$ cat src/rtl/axis_mux_pkg.sv
// Shared types for the packet-aware AXI4-Stream mux and its register slice.
package axis_mux_pkg;

   typedef enum logic {
      IDLE = 1'b0,
      PKT  = 1'b1
   } state_e;

   localparam int unsigned MAX_CH = 16;

endpackage

$ cat src/rtl/axis_skid_reg.sv
// Two-entry AXI-Stream register slice (main + skid); in_ready_o is a pure register output.
module axis_skid_reg #(
   parameter int unsigned W = 9
) (
   input  logic         clk,
   input  logic         reset,
   input  logic         in_valid_i,
   input  logic [W-1:0] in_data_i,
   output logic         in_ready_o,
   output logic         out_valid_o,
   output logic [W-1:0] out_data_o,
   input  logic         out_ready_i
);

   logic [W-1:0] main_q, main_d, skid_q, skid_d;
   logic         main_vld_q, main_vld_d, skid_vld_q, skid_vld_d;
   logic         pop;

   assign pop         = main_vld_q & out_ready_i;
   assign in_ready_o  = ~skid_vld_q;
   assign out_valid_o = main_vld_q;
   assign out_data_o  = main_q;

   // Skid entry refills main first; a push only lands in skid when main is held.
   always_comb begin
      main_d     = main_q;
      main_vld_d = main_vld_q;
      skid_d     = skid_q;
      skid_vld_d = skid_vld_q;
      if (skid_vld_q) begin
         if (pop) begin
            main_d     = skid_q;
            skid_vld_d = 1'b0;
         end
      end else if (in_valid_i) begin
         if (!main_vld_q || pop) begin
            main_d     = in_data_i;
            main_vld_d = 1'b1;
         end else begin
            skid_d     = in_data_i;
            skid_vld_d = 1'b1;
         end
      end else if (pop) begin
         main_vld_d = 1'b0;
      end
   end

   always_ff @(posedge clk or posedge reset) begin
      if (reset) begin
         main_q     <= '0;
         skid_q     <= '0;
         main_vld_q <= 1'b0;
         skid_vld_q <= 1'b0;
      end else begin
         main_q     <= main_d;
         skid_q     <= skid_d;
         main_vld_q <= main_vld_d;
         skid_vld_q <= skid_vld_d;
      end
   end

endmodule

$ cat src/rtl/axis_mux_pkt.sv
// Packet-aware N:1 AXI4-Stream mux: one grant per packet, registered output slice.
// Define AXIS_MUX_RR_EN for round-robin arbitration instead of sel-driven grants.
module axis_mux_pkt
   import axis_mux_pkg::*;
#(
   parameter int unsigned NUM_CH = 4,
   parameter int unsigned DATA_W = 8
) (
   input  logic                       clk,
   input  logic                       reset,
   input  logic [NUM_CH*DATA_W-1:0]   s_axis_tdata,
   input  logic [NUM_CH-1:0]          s_axis_tvalid,
   input  logic [NUM_CH-1:0]          s_axis_tlast,
   output logic [NUM_CH-1:0]          s_axis_tready,
   output logic [DATA_W-1:0]          m_axis_tdata,
   output logic                       m_axis_tvalid,
   output logic                       m_axis_tlast,
   input  logic                       m_axis_tready,
   input  logic [$clog2(NUM_CH)-1:0]  sel,
   output logic [$clog2(NUM_CH)-1:0]  grant_ch,
   output logic                       busy
);

   localparam int unsigned SEL_W = $clog2(NUM_CH);
   localparam int unsigned PW    = DATA_W + 1;

   state_e             state_q, state_d;
   logic [SEL_W-1:0]   grant_q, grant_d;
   logic [SEL_W-1:0]   req_ch;
   logic               req_ok;
   logic [PW-1:0]      in_beat;
   logic [PW-1:0]      out_beat;
   logic               accept;
   logic               slice_ready;

`ifdef AXIS_MUX_RR_EN
   logic [SEL_W-1:0]   rr_ptr_q, rr_ptr_d;

   // First valid channel at or after the pointer, wrapping.
   always_comb begin
      int unsigned idx;
      idx    = 0;
      req_ok = 1'b0;
      req_ch = '0;
      for (int unsigned i = 0; i < NUM_CH; i++) begin
         idx = (32'(rr_ptr_q) + i) % NUM_CH;
         if (!req_ok && s_axis_tvalid[SEL_W'(idx)]) begin
            req_ok = 1'b1;
            req_ch = SEL_W'(idx);
         end
      end
   end
`else
   always_comb begin
      req_ok = 1'b0;
      req_ch = sel;
      if (32'(sel) < NUM_CH) req_ok = s_axis_tvalid[sel];
   end
`endif

   always_ff @(posedge clk or posedge reset) begin
      if (reset) begin
         state_q  <= IDLE;
         grant_q  <= '0;
`ifdef AXIS_MUX_RR_EN
         rr_ptr_q <= '0;
`endif
      end else begin
         state_q  <= state_d;
         grant_q  <= grant_d;
`ifdef AXIS_MUX_RR_EN
         rr_ptr_q <= rr_ptr_d;
`endif
      end
   end

   always_comb begin
      state_d = state_q;
      grant_d = grant_q;
`ifdef AXIS_MUX_RR_EN
      rr_ptr_d = rr_ptr_q;
`endif
      case (state_q)
         IDLE: begin
            if (req_ok) begin
               state_d = PKT;
               grant_d = req_ch;
`ifdef AXIS_MUX_RR_EN
               rr_ptr_d = SEL_W'((32'(req_ch) + 1) % NUM_CH);
`endif
            end
         end
         PKT:     if (accept && in_beat[DATA_W]) state_d = IDLE;
         default: state_d = IDLE;
      endcase
   end

   // Ready only toward the granted channel, and only from registered state.
   always_comb begin
      s_axis_tready = '0;
      busy          = (state_q == PKT);
      if (state_q == PKT) begin
         for (int unsigned i = 0; i < NUM_CH; i++) begin
            if (grant_q == SEL_W'(i)) s_axis_tready[i] = slice_ready;
         end
      end
   end

   always_comb begin
      in_beat = '0;
      for (int unsigned i = 0; i < NUM_CH; i++) begin
         if (grant_q == SEL_W'(i)) in_beat = {s_axis_tlast[i], s_axis_tdata[i*DATA_W +: DATA_W]};
      end
   end

   assign accept   = |(s_axis_tready & s_axis_tvalid);
   assign grant_ch = grant_q;

   axis_skid_reg #(.W(PW)) u_slice (
      .clk         (clk),
      .reset       (reset),
      .in_valid_i  (accept),
      .in_data_i   (in_beat),
      .in_ready_o  (slice_ready),
      .out_valid_o (m_axis_tvalid),
      .out_data_o  (out_beat),
      .out_ready_i (m_axis_tready)
   );

   assign m_axis_tdata = out_beat[DATA_W-1:0];
   assign m_axis_tlast = out_beat[DATA_W];

endmodule

$ cat config.mk
export PLATFORM = sky130hd
export DESIGN_NAME = axis_mux_pkt
export DESIGN_NICKNAME = d
export VERILOG_FILES = /design/src/rtl/axis_mux_pkg.sv /design/src/rtl/axis_skid_reg.sv /design/src/rtl/axis_mux_pkt.sv
export SDC_FILE = /design/constraint.sdc
export NUM_CORES = 1
export LEC_CHECK = 0
export BUFFER_PORTS_ARGS = -buffer_cell sky130_fd_sc_hd__buf_4
export CORE_ASPECT_RATIO = 0.7
export CORE_MARGIN = 8
export CORE_UTILIZATION = 31
export DETAILED_ROUTE_END_ITERATION = 12
export GPL_TIMING_DRIVEN = 0
export PLACE_DENSITY = 0.54
export SLEW_MARGIN = 25
export SYNTH_ARGS = -nofsm -noshare
export SYNTH_HDL_FRONTEND = slang
export SYNTH_SLANG_ARGS = --single-unit
$ cat constraint.sdc
create_clock -name clk -period 3.15 [get_ports clk]
set_input_delay 0.4725 -clock clk [delete_from_list [all_inputs] [get_ports clk]]
set_output_delay 0.4725 -clock clk [all_outputs]
set_load 0.01 [all_outputs]
# After elaboration in Yosys (flattened, before gate mapping)
# Index checks and enable logic that the tools add are counted.
[word_totals]
reg_bits = 23
latchBits = 0
ram_bits = 0
rom_bits = 0
inputBits = 45
elab_cells = 54
n_memories = 0
[classes]
n_addsub = 0
mul = 0
div_mod_pow = 0
order_cmp = 1
eq_ne = 5
shift = 0
n_mux = 25
n_bitwise = 5
reduce_logical = 12
[op_table]
columns = ["op", "n"]
rows = [
  ["$mux W9", 8],
  ["$mux W1", 14],
  ["$reduce_and A3 Y1", 3],
  ["$reduce_bool A2 Y1", 3],
  ["$and A4 B4 Y4", 1],
  ["$eq A2 B2 Y1 const B", 2],
  ["$mux W4", 1],
  ["$reduce_or A4 Y1", 1],
  ["$lt A2 B3 Y1 const B", 1],
  ["$not A1 Y1", 3],
  ["$bmux W1 S2", 1],
  ["$eq A2 B1 Y1 const B", 1],
  ["$logic_not A2 Y1", 1],
  ["$ne A2 B1 Y1 const B", 1],
  ["$ne A2 B2 Y1 const B", 1],
  ["$pmux W1 S2", 1],
  ["$reduce_and A2 Y1", 1],
  ["$and A1 B1 Y1", 1],
  ["$logic_and A1 B1 Y1", 1],
  ["$logic_not A1 Y1", 1],
  ["$logic_or A1 B1 Y1", 1],
]

# Depth between registers and ports, before layout
[logic_depth]
ltp_word = 8
mapped_depth = 6
mapped_depth_nobuf = 4

# By module
# From an unflattened synthesis, not the netlist that was laid out.
[unflattened]
cells_unflattened = 92
area_unflattened_um2 = 1361.3
[modules_own_cells]
columns = ["mod", "n_inst", "cells_per_inst", "area_each_um2", "seq_area_each_um2"]
rows = [
  ["axis_skid_reg", 1, 60, 924.6, 500.5],
  ["axis_mux_pkt", 1, 32, 436.7, 75.1],
]

# Least setup slack after synthesis
# No wires, ideal clock.
[synth_timing]
path_type = "register to register"
startpoint = "reg grant_q[1], in the netlist grant_ch[1]"
endpoint = "reg u_slice.main_q[8], in the netlist u_slice.out_data_o[8]"
setup_time_ns = 0.125
t_arrival_ns = 1.657
t_required_ns = 3.025
setup_slack_ns = 1.368
stages_incl_launch_ff = 6
n_path_buf = 2
path_cell_list = "dfrtp_1 -> buf_2 -> buf_4 -> mux4_2 -> mux2_2 -> mux2_4"
[synth_between]
elab_chain_cells = 8
elab_cells_between_ends = 20
cone_classes = "3 x eq/ne; 12 x mux; 1 x bitwise; 4 x reduce/logical"
[synth_lines]
columns = ["element", "line_no", "source"]
rows = [
  ["start, declared", "axis_mux_pkt.sv:28", "logic [SEL_W-1:0] grant_q, grant_d;"],
  ["start signal, assigned", "axis_mux_pkt.sv:70", "grant_q <= grant_d;"],
  ["$logic_not A2 Y1", "axis_mux_pkt.sv:104, axis_mux_pkt.sv:112", ""],
  ["$mux W9 (4 in series)", "axis_mux_pkt.sv:112", "if (grant_q == SEL_W'(i)) in_beat = {s_axis_tlast[i], s_axis_tdata[i*DATA_W +: DATA_W]};"],
  ["$mux W9", "axis_skid_reg.sv:36", "if (!main_vld_q || pop) begin"],
  ["$mux W9", "axis_skid_reg.sv:35", "end else if (in_valid_i) begin"],
  ["$mux W9", "axis_skid_reg.sv:30", "if (skid_vld_q) begin"],
  ["end signal, assigned", "axis_skid_reg.sv:55", "main_q <= main_d;"],
  ["end, declared", "axis_skid_reg.sv:15", "logic [W-1:0] main_q, main_d, skid_q, skid_d;"],
]
# Parallel ways exist; a longest one is shown, timed or not. The select of a mux whose other input is x is not followed.
# A chain may end at the register's enable or synchronous reset.

# Worst setup path in the final report
[layout_timing]
startpoint = "reg grant_q[1], in the netlist grant_ch[1]"
endpoint = "reg u_slice.main_q[4], in the netlist u_slice.out_data_o[4]"
# Same word-level chain as after synthesis.

==> results.cfg <==
[outcome]
status = finished clean

[logic_synthesis]
yosysTopAreaCellShare_pct = 39.32
synth_seq_area_share_pct = 39.32
ys_ff_latch = 23
synth.largest_area_cell = dfrtp_1
synth_xor_xnor_area_share_pct = 0
avgSynthCellArea_um2 = 11.81
ys_top_cells_by_area = dfrtp_1 39%, mux2_2 15%, mux2_4 9.2%, mux2i_1 6.8%, a221o_1 5.5%
synthAdderAreaFrac_pct = 0
syn_inst = 124
syn-num-nets = 169
synth_compound_area_share_pct = 12.48
synth_warnings = 0
synthDistinctLibCells = 24
mappedNetlistArea_um2 = 1464
synth_top_family_by_area = multiplexers
synth_mux_area_share_pct = 34.53
synth_edf_count = 0
synth_most_common_cell = dfrtp_1
synth_flop_cell = dfrtp_1
async_flop_share_pct = 100.0
synth-simple-area-share_pct = 10.26
synth_common_cells = 23 x dfrtp_1, 20 x mux2_2, 10 x mux2i_1

[worst_setup_path]
crit_path_max_fanout = 10
crit_slowest_cell = dfrtp_1
endpoint_kind = flip-flop
critPathRequiredTime_ps = 3320
critPathTopFamily = buffers and inverters
critPathMaxStageDelay_ps = 390
critPathArrivalTime_ps = 2160
worstSetupPathType = flip-flop to flip-flop
path_cells = buf_2 > buf_4 > mux2i_1 > nor3_1 > a221o_1 > mux2_4
critical_path.startpoint_type = flip-flop
critPathBufInv = 2

[floorplan]
die_area_um2 = 7212
initial_utilization_pct = 31.48
core_area_um2 = 4651
pin_count = 62
die_h_um = 73.50
die_x_um = 98.14
fp-row-count = 21

[power]
ir_worst_vdd_mv = 0.3613
powerDensity_nw_per_um2 = 984.6
power.leakage_nw = 0.9889
finalPower_mw = 2.008

[routing]
drcViolationCount = 0
routed_wl_um = 4226
final_antenna_net_count = 0
vias = 1222
wl_per_cell_um = 17.18
drtPass1Iterations = 4
drt_iter0_markers = 44
via_per_inst = 4.967

[timing]
worst_pin_slew_ps = 904.0
skew_ps = 2.800
timing.hold.ws_ps = 277.8
rsz0062_at_grt = false
relSlewSlack_pct = 39.36
hold_viol = 0
setup_violations = 0
slew_viol_final = 0
post-route-period-util_pct = 63.31
fmax_mhz = 501.4
period_needed_ps = 1994
setup_ws_ps = 1156
tns_ps = 0

[finish]
n_antenna_cell = 0
multi_input_comb_area_um2 = 838.3
layout.nets = 235
syn_to_final_growth_pct = 39.32
drive_above_1_share_pct = 54.50
seq_area_um2 = 575.6
final_cell_area_um2 = 2039
fillers = 438
final_util_pct = 43.85
layoutNonFillerInstCount = 246

[placed_design]
numPortBuffers = 61
pre_cts_slack_ps = 1166
dp_cells = 242
gp_congestion = 0.7954
hpwl_um = 3295
placed_area_um2 = 1993

[clock_tree]
htreeDepth = 1
clk_latency_ps = 270
cts_buffers = 3
cts_setup_buffers = 0
path_clk_slew_ps = 90
cts-root-buf = clkbuf_8
clock_path_buffers = 2
hold_buffers = 0
clock-sinks = 23
cts_tree = done
cts_resized = 0

[global_routing]
grt_start_max_net_pins = 24
grtUsageTotal_pct = 11.77
antenna_found_initial = 0
grt_pass1_vias = 1326
grt-ovfl-total = 0
grt_pass1_wl_um = 6741

[min_path]
min_path_type = primary input to async pin

[run]
cap_violations = 0
-- path summary, 6_finish.rpt --
| path | from | end | depth (start not counted) | slack, ps |
|---|---|---|---|---|
| max reg2reg | grant_ch[1] | u_slice.out_data_o[4] | 6 | 1160 |
| max in group asynchronous | reset | u_slice.skid_q[8] | 2 | 2450 |
| min reg2reg | u_slice.skid_q[7] | u_slice.skid_q[7] | 1 | 510 |
| max | grant_ch[1] | u_slice.out_data_o[4] | 6 | 1160 |
| min in group clk | m_axis_tready | u_slice.skid_vld_q | 2 | 420 |
| min | reset | u_slice.out_data_o[3] | 2 | 280 |
-- final cells by class --
cell class | instances | share of cell area (%)
plain buffers | 7 | 1.902
clock buffers | 3 | 2.025
clock inverters | 1 | 0.2454
inverters | 3 | 0.5521
multi-input cells | 91 | 41.10
flip-flops and latches | 23 | 28.22
well taps | 57 | 3.497
repair buffers | 61 | 22.45
-- sequential cells by signal, summed over array words and instances, names as in the netlist --
| register | flops |
|---|---|
| busy | 1 |
| u_slice.out_valid_o | 1 |
| grant_ch | 2 |
| u_slice.skid_q | 9 |
| u_slice.out_data_o | 9 |
| u_slice.skid_vld_q | 1 |
-- cell usage in the layout, fill, tap and decap left out, types with 2 or more instances in the layout --
cell type,n
clkbuf_1,3
nor3_1,8
o22ai_4,2
a21oi_1,5
mux2i_1,10
nor2_1,8
mux2_2,20
nand2_1,6
dfrtp_1,23
nand2b_1,2
inv_1,2
o21ai_0,6
mux4_2,2
clkbuf_8,3
a221o_1,8
buf_4,62
mux2_4,9
-- worst register-to-register path, cell delays in order, from the launching register on --
cell	delay, ps
dfrtp_1	390
buf_2	290
buf_4	270
mux2i_1	260
nor3_1	70
a221o_1	330
mux2_4	280
-- cell families after synthesis --
kind of cell           Yosys count
muxes                           41
and+or+nand+nor                 28
DFF                             23
AOI/OAI and AO/OA               22
buffers and inverters           10
-- power by group --
group	switching, mW	total [mW]	leakage [nW]	internal (mW)
clock	0.106	0.194	0.0255	0.0887
sequential	0.101	0.545	0.278	0.444
combinational	0.584	1.27	0.685	0.685
total	0.790	2.01	0.989	1.22
-- metal layers --
layer | part of all wire (%) | routed length, um | vias up | global-route usage (%)
met5 | 0 | 0 | - | 0
met4 | 0.24 | 10 | 0 | 1.523
met3 | 7.0 | 296 | 2 | 4.920
met2 | 46 | 1925 | 32 | 18.31
met1 | 47 | 1994 | 594 | 15.21
li1 | - | - | 594 | -
(Power assumes the default switching activity.)
